### src/rtl/mips_pkg.sv
// Shared definitions for the single-cycle MIPS core slice.
//   - Register file geometry (address width, data width, register count).
//   - State encoding for the register-file dump reader FSM.
package mips_pkg;

    localparam int REG_ADDR_W = 5;
    localparam int REG_DATA_W = 32;
    localparam int NUM_REGS   = 32;

    // Dump reader FSM. The encoding is fixed so trace tools can decode it.
    typedef enum logic [1:0] {
        IDLE = 2'd0,
        READ = 2'd1,
        SEND = 2'd2,
        FIN  = 2'd3
    } dump_state_t;

endpackage

### src/rtl/regfile_dump_reader.sv
// Register-file dump reader. Walks a wrapping range [first_addr..last_addr]
// of the register file through a spare combinational read port and streams
// each value out on a valid/ready interface tagged with its register index.
//   clk, rst_n                : clock, asynchronous active-low reset
//   start, first_addr,
//   last_addr                 : dump request (sampled only when idle)
//   abort                     : synchronous cancel, no done pulse
//   rf_addr / rf_rd           : register-file read port (registered address)
//   out_valid / out_ready     : beat handshake
//   out_data, out_index,
//   out_last                  : beat payload
//   busy                      : dump in progress
//   done                      : one-cycle pulse after the final beat
module regfile_dump_reader
    import mips_pkg::*;
#(
    parameter int NUM_REGS = mips_pkg::NUM_REGS,
    parameter int ADDR_W   = mips_pkg::REG_ADDR_W,
    parameter int DATA_W   = mips_pkg::REG_DATA_W
) (
    input  logic              clk,
    input  logic              rst_n,
    input  logic              start,
    input  logic [ADDR_W-1:0] first_addr,
    input  logic [ADDR_W-1:0] last_addr,
    input  logic              abort,
    output logic [ADDR_W-1:0] rf_addr,
    input  logic [DATA_W-1:0] rf_rd,
    output logic              out_valid,
    input  logic              out_ready,
    output logic [DATA_W-1:0] out_data,
    output logic [ADDR_W-1:0] out_index,
    output logic              out_last,
    output logic              busy,
    output logic              done
);

    localparam logic [ADDR_W-1:0] TOP_REG = ADDR_W'(NUM_REGS - 1);

    dump_state_t       state, state_nx;
    logic [ADDR_W-1:0] last_q;
    logic              hs;

    // rf_addr doubles as the walking pointer: it is loaded on start and
    // advanced on each non-final handshake, so it already equals ptr in READ.
    assign hs = out_valid && out_ready;

    always_ff @(posedge clk or negedge rst_n) begin
        if (!rst_n) state <= IDLE;
        else        state <= state_nx;
    end

    always_comb begin
        state_nx = state;
        unique case (state)
            IDLE: if (start) state_nx = READ;
            READ: state_nx = abort ? IDLE : SEND;
            SEND: begin
                if (abort)   state_nx = IDLE;
                else if (hs) state_nx = out_last ? FIN : READ;
            end
            FIN:  state_nx = IDLE;
            default: state_nx = IDLE;
        endcase
    end

    always_ff @(posedge clk or negedge rst_n) begin
        if (!rst_n) begin
            rf_addr   <= '0;
            last_q    <= '0;
            out_data  <= '0;
            out_index <= '0;
            out_last  <= 1'b0;
            out_valid <= 1'b0;
            busy      <= 1'b0;
            done      <= 1'b0;
        end else begin
            done <= 1'b0;
            unique case (state)
                IDLE: begin
                    if (start) begin
                        rf_addr <= first_addr;
                        last_q  <= last_addr;
                        busy    <= 1'b1;
                    end
                end
                READ: begin
                    if (abort) begin
                        out_valid <= 1'b0;
                        out_last  <= 1'b0;
                        busy      <= 1'b0;
                    end else begin
                        out_data  <= rf_rd;
                        out_index <= rf_addr;
                        out_last  <= (rf_addr == last_q);
                        out_valid <= 1'b1;
                    end
                end
                SEND: begin
                    if (abort) begin
                        // A coincident handshake still delivers the beat,
                        // but the dump ends here without a done pulse.
                        out_valid <= 1'b0;
                        out_last  <= 1'b0;
                        busy      <= 1'b0;
                    end else if (hs) begin
                        out_valid <= 1'b0;
                        if (out_last) done <= 1'b1;
                        else rf_addr <= (rf_addr == TOP_REG) ? '0 : rf_addr + ADDR_W'(1);
                    end
                end
                FIN: begin
                    // done was raised on entry; it self-clears via the default.
                    busy      <= 1'b0;
                    out_last  <= 1'b0;
                    out_valid <= 1'b0;
                end
                default: ;
            endcase
        end
    end

endmodule

### config.mk
export PLATFORM = sky130hd
export DESIGN_NAME = regfile_dump_reader
export DESIGN_NICKNAME = d
export VERILOG_FILES = /design/src/rtl/mips_pkg.sv /design/src/rtl/regfile_dump_reader.sv
export SDC_FILE = /design/constraint.sdc
export NUM_CORES = 1
export LEC_CHECK = 0
export CAP_MARGIN = 20
export CORE_UTILIZATION = 46
export CTS_BUF_LIST = sky130_fd_sc_hd__clkbuf_8
export CTS_CLUSTER_DIAMETER = 50
export CTS_CLUSTER_SIZE = 14
export DETAILED_ROUTE_END_ITERATION = 16
export PLACE_DENSITY = 0.83
export SLEW_MARGIN = 20
export SYNTH_ARGS = -nofsm -noshare
export SYNTH_HDL_FRONTEND = slang
export SYNTH_SLANG_ARGS = --single-unit
### constraint.sdc
create_clock -name clk -period 2.43 [get_ports clk]
set_clock_uncertainty 0.05 [all_clocks]
set_input_delay 0.486 -clock clk [delete_from_list [all_inputs] [get_ports clk]]
set_output_delay 0.486 -clock clk [all_outputs]
set_load 0.02 [all_outputs]
==> metrics.md, run 1 <==
| Metric | Value |
|---|---|
| Outcome | `finished clean` |
| Main combinational cell family by area after synthesis | `multiplexers` |
| Setup repair bufs after CTS | `0` |
| H-tree Lvls | `2` |
| Cell Area, Synth | `2530 sq um` |
| WL met2 | `2.51 mm` |
| Fraction of layout cells with a size suffix above 1 | `around 27%` |
| Std cell rows | `26` |
| Post-synthesis mux area share | `approximately 27%` |
| Final setup fails | `0` |
| RSZ-0062 raised after global routing | `no` |
| Final number of hold-violating endpoints | `0` |
| Vias in the first global route | `1700` |
| Internal | `3.17 mW` |
| Routed Antenna Nets | `0` |
| Filler cells | `384` |
| Post-synth cell types | `34` |
| DRT Pass-1 Iters | `4` |
| Antenna violations before repair | `0` |
| Seq/Total Area, Yosys | `52.4%` |
| Syn Inst Count | `around 160` |
| Comb power frac | `55.4%` |
| Sw Ratio | `36.0%` |
| Slew headroom | `56.4%` |
| Arr. time, crit path | `around 1.5 ns` |
| P&R area growth vs syn | `42.2%` |
| Worst hold path type | `in -> async` |
| Drc violations | `0` |
| Largest net degree at the start of global routing | `38` |
| Top layer in use | `met4` |
| Top FF cell, synth | `dfrtp_1` |
| Syn_nets | `215` |
| Global-route wire length before repair | `8.50 mm` |
| Yosys top cell by area | `dfrtp_1` |
| Commonest non-fill, non-tap cells in the layout | `clkdlybuf4s50_1, dfrtp_1, mux2_4` |
| Worst Tran Pin Value | `0.654 ns` |
| Synth Area in Adders | `3.46%` |
| Compound-Gate Fraction of Synth Area | `slightly below 4%` |
| Commonest non-fill, non-tap cell in the layout | `clkdlybuf4s50_1` |
| Num CTS Buffers | `5` |
| Routed len/inst | `15.5 um` |
| Met1 wire length | `2.19 mm` |
| Clk sinks | `53` |
| Max incr delay on CP | `0.66 ns` |
| CTS resizes | `0` |
| Hold WS | `0.144 ns` |
| Overall Global Routing Usage | `18.9%` |
| Clock power frac | `a little over a tenth` |
| Flops & latches, synth | `between 50 and 60` |
| Startpoint types | `flop` |
| CORE AREA | `roughly 5200 sq um` |
| Number of inserted diodes | `0` |
| Chip height | `76.2 um` |
| VDD IR max | `0.000689 V` |
| Grt ovf | `0` |
| Hpwl dp | `around 3.8 mm` |
| Max stage delay cell, worst path | `clkdlybuf4s50_1` |
| Clock Path Buffers | `2` |
| CTS clk-pin slew, worst paths | `0.10 ns` |
| FF-to-FF Start | `state[0]$_DFFE_PN0P_` |
| CTS Hold Buffers Added | `0` |
| Power density over cell area | `1380 nW/um^2` |
| Area share of xor/xnor cells in the synthesized design | `around 2.1%` |
| Fin crit period | `1.99 ns` |
| Number of max-cap violations | `0` |
| Fmax | `502 MHz` |
| Num ports | `between 90 and 100` |
| CTS root buf | `clkbuf_8` |
| Slew Viols, Final | `0` |
| Post-synth EDFFs | `0` |
| Sequential Power Share | `33.5%` |
| Initial DRC Count | `49` |
| Post-synthesis simple-gate area fraction | `approximately 6.1%` |
| Initial Utilization | `approximately 50%` |
| Critical path's top delay family | `buffers and inverters` |
| Register Area | `1330 sq um` |
| Final nets | `311` |
| Ys Warns | `0` |
| Synth top area share | `52.4%` |
| CP endpoint kind | `output port` |
| Async SR Flop Fraction | `100%` |
| DIE AREA | `5800 sq um` |
| DR vias | `1626` |
| Critical path type | `reg -> out` |
| Final Wtd Congestion | `0.776` |
| Psw | `~1.8 mW` |
| Crit path from | `rf_addr[2]$_DFFE_PN0P_` |
| CP Cell Sequence | `clkdlybuf4s50_1` |
| Critical Path RT | `between 1.5 and 2 ns` |
| Worst Path Max Fanout | `7` |
| Footprint of the multi-input gates | `roughly 1100 sq um` |
| Post-Route Setup TNS | `0 ns` |
| Top post-synthesis cells by area | `dfrtp_1, mux2_4, mux2_2` |
| Buf/Inv on CP | `1` |
| Total Wirelength | `between 5 and 6 mm` |
| Port bufs | `92` |
| Fin crit share | `81.9%` |
| CTS tree | `done` |
| Met3 wire len | `292 um` |
| Via-to-Cell Ratio | `4.96` |
| Syn_area_per_cell | `between 15 and 20 sq um` |
| Worst-skew pair later-pin latency | `approximately 0.3 ns` |
| Leak | `1.55 nW` |
| Die X | `76.2 um` |
## sequential cells by signal, indices dropped and copies added, names as in the netlist
register	count
state	2
rf_addr	5
busy	1
out_data	32
out_last	1
out_index	5
done	1
last_q	5
out_valid	1
## stage by stage
stage | utilization [%] | setup slack (ns) | instances | area, sq um | power [mW]
detailed placement | 67.1 | 0.255 | 320 | 3490 | 4.44
global route | 69.1 | 0.364 | 328 | 3600 | 5.24
floorplan | - | 0.582 | 161 | 2530 | 3.40
CTS | 69.1 | 0.428 | 328 | 3600 | 5.01
global placement | 67.1 | 0.273 | 320 | 3490 | 4.36
finish | 69.1 | 0.440 | 328 | 3600 | 4.95
## final timing paths
| path | to | slack, ns | depth (start not counted) |
|---|---|---|---|
| setup / recovery | rf_addr[2] | 0.44 | 1 |
| hold / removal | last_q[0]$_DFFE_PN0P_ | 0.14 | 1 |
| setup reg to reg | rf_addr[4]$_DFFE_PN0P_ | 0.53 | 5 |
| hold reg to reg | out_data[0]$_DFFE_PN0P_ | 0.46 | 1 |
| max in group asynchronous | out_data[6]$_DFFE_PN0P_ | 1.62 | 2 |
| min in group clk | out_data[0]$_DFFE_PN0P_ | 0.46 | 1 |
## cells in the mapped netlist (2+ instances only)
cell type / count
inv_1: 6
mux2_4: 30
o22ai_1: 2
nor3_1: 2
o21ai_0: 2
dfrtp_1: 53
and2b_2: 2
xnor2_1: 4
ha_1: 7
mux2_2: 20
nand2_1: 3
a21oi_1: 2
buf_12: 3
mux2i_1: 2
buf_6: 3
xor2_1: 2
## power groups by stage
| stage | logic [mW] | clock network [mW] | registers, mW |
|---|---|---|---|
| 2_1_floorplan | 1.31 | 0 | 2.09 |
| 3_3_place_gp | 2.71 | 0 | 1.64 |
| 3_5_place_dp | 2.76 | 0 | 1.68 |
| 4_1_cts | 2.78 | 0.560 | 1.67 |
| 5_1_grt | 2.92 | 0.593 | 1.73 |
| 6_report | 2.75 | 0.545 | 1.66 |
## routing by layer
layer,vias up,GRT usage (%)
li1,758,-
met1,794,23.5
met2,63,31.9
met3,11,5.03
met4,0,6.54
met5,-,0
## logic make-up (layout without fill, tap and decap cells)
| kind of cell | after synthesis | count (layout) |
|---|---|---|
| AOI/OAI and AO/OA | 13 | 13 |
| xor gates and xnor gates | 6 | 6 |
| adders and majority gates | 7 | 7 |
| buffers and inverters | 12 | 109 |
| DFF | 53 | 53 |
| muxes | 52 | 52 |
| and+or+nand+nor | 18 | 18 |
## area by class of cell
cell class,instances,share of cell area [%]
clock buffers,7,2.68
clock inverters,1,0.243
inverters,6,0.626
multi-input cells,96,30.4
flip-flops and latches,53,36.9
well taps,70,2.43
repair buffers,95,26.8
Power figures use the tool's default switching activity.
==> inputs of run 2 (changes only) <==
Settings changed: CORE_UTILIZATION 46 to 41, PLACE_DENSITY 0.83 to 0.79.
Clock period 2.43 ns to 1.83 ns, I/O delays scaled along.
==> run 2 against run 1 <==
  * Die area is 12% higher
  * Clock power is 24% higher
  * Sequential share of layout area is 0.78 points lower
  * Count of clock-buffer cells in the layout is 1 lower
  * Critical endpoint is now out_last
  * Largest power group unchanged
==> metrics.md, run 2 (synthesis gave the netlist of run 1 again) <==
| Metric | Value |
|---|---|
| Setup repair bufs after CTS | `0 (unchanged)` |
| Fin crit share | `97.5%` |
| RSZ-0062 raised after global routing | `no (unchanged)` |
| Port bufs | `92 (unchanged)` |
| Number of inserted diodes | `0 (unchanged)` |
| Filler cells | `460 (was 384)` |
| Hold WS | `0.463 ns (was 0.144 ns)` |
| P&R area growth vs syn | `45.4% (was 42.2%)` |
| Overall Global Routing Usage | `16.2% (was 18.9%)` |
| Commonest non-fill, non-tap cells in the layout | `clkdlybuf4s50_1, dfrtp_1, mux2_4 (unchanged)` |
| H-tree Lvls | `2 (unchanged)` |
| Fmax | `561 MHz` |
| Slew headroom | `76.4% (was 56.4%)` |
| CTS tree | `done (unchanged)` |
| Worst hold path type | `reg -> reg (was in -> async)` |
| FF-to-FF Start | `rf_addr[0]$_DFFE_PN0P_ (was state[0]$_DFFE_PN0P_)` |
| Initial DRC Count | `51 (was 49)` |
| Reg with most FFs | `out_data (unchanged)` |
| CTS clk-pin slew, worst paths | `0.09 ns (was 0.10 ns)` |
| Via-to-Cell Ratio | `4.84 (was 4.96)` |
| Max stage delay cell, worst path | `clkdlybuf4s50_1 (unchanged)` |
| Number of flip-flops under the largest register name | `32 (unchanged)` |
| CP Cell Sequence | `clkdlybuf4s50_1 (unchanged)` |
| Antenna violations before repair | `0 (unchanged)` |
| Total power | `6.60 mW (was 4.95 mW)` |
| Largest net degree at the start of global routing | `54 (was 38)` |
| Critical path type | `reg -> out (unchanged)` |
| Worst-skew pair later-pin latency | `0.30 ns (about the same)` |
| Max incr delay on CP | `0.64 ns (was 0.66 ns)` |
| Critical path's top delay family | `buffers and inverters (unchanged)` |
| Crit path from | `out_last$_DFFE_PN0P_ (was rf_addr[2]$_DFFE_PN0P_)` |
| Global-route wire length before repair | `7.98 mm (was 8.50 mm)` |
| Reg-to-Reg End | `rf_addr[4]$_DFFE_PN0P_ (unchanged)` |
| Clock Path Buffers | `2 (unchanged)` |
| Final nets | `320 (was 311)` |
| Chip height | `80.6 um (was 76.2 um)` |
| Worst setup path end | `out_last (was rf_addr[2])` |
| Critical Path Stages | `1 (unchanged)` |
| CORE AREA | `5920 sq um (was 5200 sq um)` |
| Worst Tran Pin Value | `0.345 ns (was 0.654 ns)` |
| Vias in the first global route | `1602 (was 1700)` |
| DR vias | `1655 (was 1626)` |
| Critical Path RT | `1.41 ns (was 1.89 ns)` |
| Arr. time, crit path | `1.37 ns (was 1.45 ns)` |
| Commonest non-fill, non-tap cell in the layout | `clkdlybuf4s50_1 (unchanged)` |
| Num ports | `93 (unchanged)` |
| DIE AREA | `6490 sq um (was 5800 sq um)` |
| Flop2flop setup slack | `0.10 ns (was 0.53 ns)` |
| Drc violations | `0 (unchanged)` |
| Routed len/inst | `14.8 um (was 15.5 um)` |
| Fin crit period | `around 1.8 ns` |
| Clk sinks | `53 (unchanged)` |
| Final Wtd Congestion | `0.769 (was 0.776)` |
| Die X | `80.6 um (was 76.2 um)` |
| Outcome | `finished clean (unchanged)` |
| Leak | `1.61 nW (was 1.55 nW)` |
| Final number of hold-violating endpoints | `0 (unchanged)` |
| VDD IR max | `0.000859 V (was 0.000689 V)` |
| Power density over cell area | `1800 nW/um^2 (was 1380 nW/um^2)` |
| CP endpoint kind | `output port (unchanged)` |
| Std cell rows | `28 (was 26)` |
| CTS root buf | `clkbuf_8 (unchanged)` |
| Worst Path Max Fanout | `5 (was 7)` |
| Reg2Reg Depth | `5 (unchanged)` |
| Number of max-cap violations | `0 (unchanged)` |
| Fraction of layout cells with a size suffix above 1 | `30.0% (was 27.1%)` |
| Num CTS Buffers | `5 (unchanged)` |
| Routed Antenna Nets | `0 (unchanged)` |
| Total Wirelength | `5.05 mm (was 5.09 mm)` |
| Buf/Inv on CP | `1 (unchanged)` |
| Final setup fails | `0 (unchanged)` |
| Initial Utilization | `42.7% (was 48.6%)` |
| Grt ovf | `0 (unchanged)` |
| Startpoint types | `flop (unchanged)` |
| Hpwl dp | `3.67 mm (was 3.78 mm)` |
| Slew Viols, Final | `0 (unchanged)` |
| DRT Pass-1 Iters | `4 (unchanged)` |
==> run 2: layout make-up <==
| cell class | count | area, sq um | area share [%] |
|---|---|---|---|
| Timing Repair Buffer | 104 | 1040 | 28.4 |
| Multi-Input combinational cell | 96 | 1090 | 29.8 |
| Clock buffer | 6 | 82.6 | 2.24 |
| Clock inverter | 2 | 13.8 | 0.374 |
| Inverter | 6 | 22.5 | 0.612 |
| Tap cell | 75 | 93.8 | 2.55 |
| Sequential cell | 53 | 1330 | 36.1 |
==> run 2: stage by stage <==
step	cell area (sq um)	worst slack [ns]	setup TNS, ns	instances	util, %
2_1_floorplan	2530	0.0116	0	161	-
3_3_place_gp	3570	-0.197	-2.87	333	60.3
3_5_place_dp	3570	-0.246	-3.62	333	60.3
4_1_cts	3670	0.0365	0	342	62.0
5_1_grt	3680	0.000582	0	342	62.1
6_report	3680	0.0462	0	342	62.1
==> run 2: metal layers <==
layer	global-route usage [%]	routed length, um	vias to the layer above
li1	-	-	780
met1	21.9	2270	807
met2	26.1	2420	62
met3	4.20	329	6
met4	3.21	33	0
met5	0	0	-
==> run 2: power breakdown <==
part           total (mW)  switching [mW]  internal (mW)
Clock               0.678           0.371          0.307
Sequential           2.14           0.375           1.76
Combinational        3.79            1.62           2.17
Total                6.60            2.37           4.24
==> run 2: worst min-delay path by stage <==
stage                                        start                        to  slack [ns]  depth (start not counted)
after CTS                 out_index[0]$_DFFE_PN0P_  out_index[0]$_DFFE_PN0P_        0.47                          1
final                     out_index[0]$_DFFE_PN0P_  out_index[0]$_DFFE_PN0P_        0.46                          1
after floorplan                              rst_n          busy$_DFFE_PN0P_        0.02                          0
after detailed placement                     rst_n  out_data[11]$_DFFE_PN0P_        0.34                          2
after global placement                       rst_n  out_data[15]$_DFFE_PN0P_        0.34                          2
after global routing      out_data[17]$_DFFE_PN0P_  out_data[17]$_DFFE_PN0P_        0.48                          1
==> run 2: what timing repair did <==
item                                   4_1_cts  5_1_grt
hold buffers                                 1        0
resized for setup                            4        2
setup endpoints to repair                    4        5
endpoints found under the hold margin        8        0
==> inputs of run 3 (changes only) <==
Settings changed: RECOVER_POWER set to 100.
==> run 3 against run 2 <==
  * Sequential share of layout area grew 1.5 points
  * Utilization down 2.6 points
  * Combinational power shrank 14%
  * Clock power grew 0.6%
  * Via count hardly changed
  * Critical path depth unchanged
  * Largest cell class unchanged
==> metrics.md, run 3 (synthesis gave the netlist of run 1 again) <==
| Metric | Value |
|---|---|
| Clock Path Buffers | `2 (unchanged)` |
| Initial Utilization | `42.7% (unchanged)` |
| Register Area | `1330 sq um (unchanged)` |
| Total Wirelength | `4.94 mm (was 5.05 mm)` |
| Number of flip-flops under the largest register name | `32 (unchanged)` |
| Slew Viols, Final | `0 (unchanged)` |
| Worst Tran Pin Value | `0.731 ns (was 0.345 ns)` |
| CP Cell Sequence | `clkdlybuf4s50_1 (unchanged)` |
| Commonest non-fill, non-tap cell in the layout | `clkdlybuf4s50_1 (unchanged)` |
| Total power | `6.06 mW (was 6.60 mW)` |
| Sequential Power Share | `34.7% (was 32.4%)` |
| Worst hold stages | `1 (unchanged)` |
| Post-Route Setup TNS | `0 ns (unchanged)` |
| Max incr delay on CP | `0.63 ns (was 0.64 ns)` |
| Worst hold path type | `reg -> reg (unchanged)` |
| Routed Antenna Nets | `0 (unchanged)` |
| Max stage delay cell, worst path | `clkdlybuf4s50_1 (unchanged)` |
| Hpwl dp | `3.67 mm (unchanged)` |
| Worst Hold End | `out_data[20]$_DFFE_PN0P_ (was out_index[0]$_DFFE_PN0P_)` |
| VDD IR max | `0.000813 V (was 0.000859 V)` |
| RSZ-0062 raised after global routing | `no (unchanged)` |
| Via-to-Cell Ratio | `4.84 (about the same)` |
| Psw | `2.28 mW (was 2.37 mW)` |
| Number of inserted diodes | `0 (unchanged)` |
| Min-delay src | `out_data[20]$_DFFE_PN0P_ (was out_index[0]$_DFFE_PN0P_)` |
| Number of max-cap violations | `0 (unchanged)` |
| Flop2flop setup slack | `0.10 ns (about the same)` |
| Final number of hold-violating endpoints | `0 (unchanged)` |
| Vias in the first global route | `1602 (unchanged)` |
| Slew headroom | `51.3% (was 76.4%)` |
| Final Wtd Congestion | `0.769 (unchanged)` |
| Finished Layout Cells | `342 (unchanged)` |
| Chip height | `80.6 um (unchanged)` |
| Internal | `3.78 mW (was 4.24 mW)` |
| Final Cell Area | `3530 sq um (was 3680 sq um)` |
| DP Area | `3570 sq um (unchanged)` |
| Num CTS Buffers | `5 (unchanged)` |
| Fraction of layout cells with a size suffix above 1 | `18.7% (was 30.0%)` |
| Reg-to-Reg End | `rf_addr[4]$_DFFE_PN0P_ (unchanged)` |
| CTS root buf | `clkbuf_8 (unchanged)` |
| Filler cells | `504 (was 460)` |
| DIE AREA | `6490 sq um (unchanged)` |
| Setup repair bufs after CTS | `0 (unchanged)` |
| Reg2Reg Depth | `5 (unchanged)` |
| DRT Pass-1 Iters | `4 (unchanged)` |
| Setup WS post-layout | `0.0484 ns (was 0.0462 ns)` |
| Clk sinks | `53 (unchanged)` |
| Global-route wire length before repair | `7.98 mm (unchanged)` |
| Placed insts | `333 (unchanged)` |
| CP endpoint kind | `output port (unchanged)` |
| Worst Path Max Fanout | `5 (unchanged)` |
| Footprint of the multi-input gates | `993 sq um (was 1090 sq um)` |
| Reg with most FFs | `out_data (unchanged)` |
| Outcome | `finished clean (unchanged)` |
| Overall Global Routing Usage | `16.2% (unchanged)` |
| CTS clk-pin slew, worst paths | `0.09 ns (about the same)` |
| Port bufs | `92 (unchanged)` |
| FF-to-FF Start | `rf_addr[0]$_DFFE_PN0P_ (unchanged)` |
| Critical path type | `reg -> out (unchanged)` |
| Critical Path RT | `1.41 ns (about the same)` |
| Routed len/inst | `14.5 um (was 14.8 um)` |
| Final core occ | `59.6% (was 62.1%)` |
| Dpl ws | `-0.246 ns (unchanged)` |
| Leak | `1.50 nW (was 1.61 nW)` |
| DR vias | `1654 (was 1655)` |
| CTS tree | `done (unchanged)` |
| Startpoint types | `flop (unchanged)` |
| Critical path's top delay family | `buffers and inverters (unchanged)` |
| Grt ovf | `0 (unchanged)` |
| CORE AREA | `5920 sq um (unchanged)` |
| Comb power frac | `54.0% (was 57.3%)` |
| Commonest non-fill, non-tap cells in the layout | `clkdlybuf4s50_1, dfrtp_1, mux2_1, dlygate4sd3_1, mux2_2 (was clkdlybuf4s50_1, dfrtp_1, mux2_4)` |
| Buf/Inv on CP | `1 (unchanged)` |
| Sw Ratio | `37.6% (was 35.8%)` |
| Fin crit period | `1.78 ns (about the same)` |
| Initial DRC Count | `39 (was 51)` |
| Antenna violations before repair | `0 (unchanged)` |
| H-tree Lvls | `2 (unchanged)` |
| Hold WS | `0.438 ns (was 0.463 ns)` |
| Drc violations | `0 (unchanged)` |
| Clock power frac | `11.3% (was 10.3%)` |
| Final nets | `320 (unchanged)` |
| Die X | `80.6 um (unchanged)` |
| Final setup fails | `0 (unchanged)` |
| Worst-skew pair later-pin latency | `0.30 ns (about the same)` |
| Arr. time, crit path | `1.37 ns (about the same)` |
| Fmax | `561 MHz (about the same)` |
| Fin crit share | `97.4% (was 97.5%)` |
| P&R area growth vs syn | `39.4% (was 45.4%)` |
| Std cell rows | `28 (unchanged)` |
| Num ports | `93 (unchanged)` |
| Largest net degree at the start of global routing | `54 (unchanged)` |
| Power density over cell area | `1720 nW/um^2 (was 1800 nW/um^2)` |
[run 3: cell types whose count changed in the layout (fill, tap and decap cells not counted), moves of 2 or more]
cell / delta
buf_12: -3
buf_4: -3
buf_6: +2
clkbuf_1: +4
clkdlybuf4s50_1: -25
dlygate4sd3_1: +25
mux2_1: +26
mux2_4: -26
[run 3: worst max-delay path by stage]
stage | start | to | slack [ns] | depth (start not counted)
after global placement | abort | rf_addr[4]$_DFFE_PN0P_ | -0.20 | 4
after detailed placement | abort | rf_addr[0]$_DFFE_PN0P_ | -0.25 | 4
after global routing | state[0]$_DFFE_PN0P_ | rf_addr[3]$_DFFE_PN0P_ | 0.0006 | 6
after CTS | out_last$_DFFE_PN0P_ | out_last | 0.04 | 1
after floorplan | rf_addr[1]$_DFFE_PN0P_ | rf_addr[4]$_DFFE_PN0P_ | 0.01 | 5
final | out_last$_DFFE_PN0P_ | out_last | 0.05 | 1
[run 3: final cells by class]
class                           count  share of cell area, %
Sequential cell                    53                   37.6
Timing Repair Buffer              104                   28.2
Clock buffer                        6                   2.34
Inverter                            6                  0.639
Clock inverter                      2                  0.390
Multi-Input combinational cell     96                   28.2
Tap cell                           75                   2.66
[run 3: per-layer routing]
layer | global-route usage (%) | up-vias | wire (um)
met5 | 0 | - | 0
met4 | 3.21 | 0 | 33
met3 | 4.20 | 6 | 338
met2 | 26.1 | 66 | 2400
met1 | 21.9 | 801 | 2170
li1 | - | 781 | -
[run 3: what timing repair did]
item	in CTS	in global routing
hold endpoints to repair	8	0
resized for setup	4	2
cloned	0	0
setup endpoints to repair	4	5
hold buffers	1	0
[run 3: power by group through the flow]
stage	registers [mW]	logic [mW]	clock network (mW)
5_1_grt	2.19	3.54	0.750
3_5_place_dp	2.17	3.84	0
2_1_floorplan	2.78	1.74	0
3_3_place_gp	2.13	3.78	0
6_report	2.11	3.27	0.682
4_1_cts	2.15	3.83	0.711
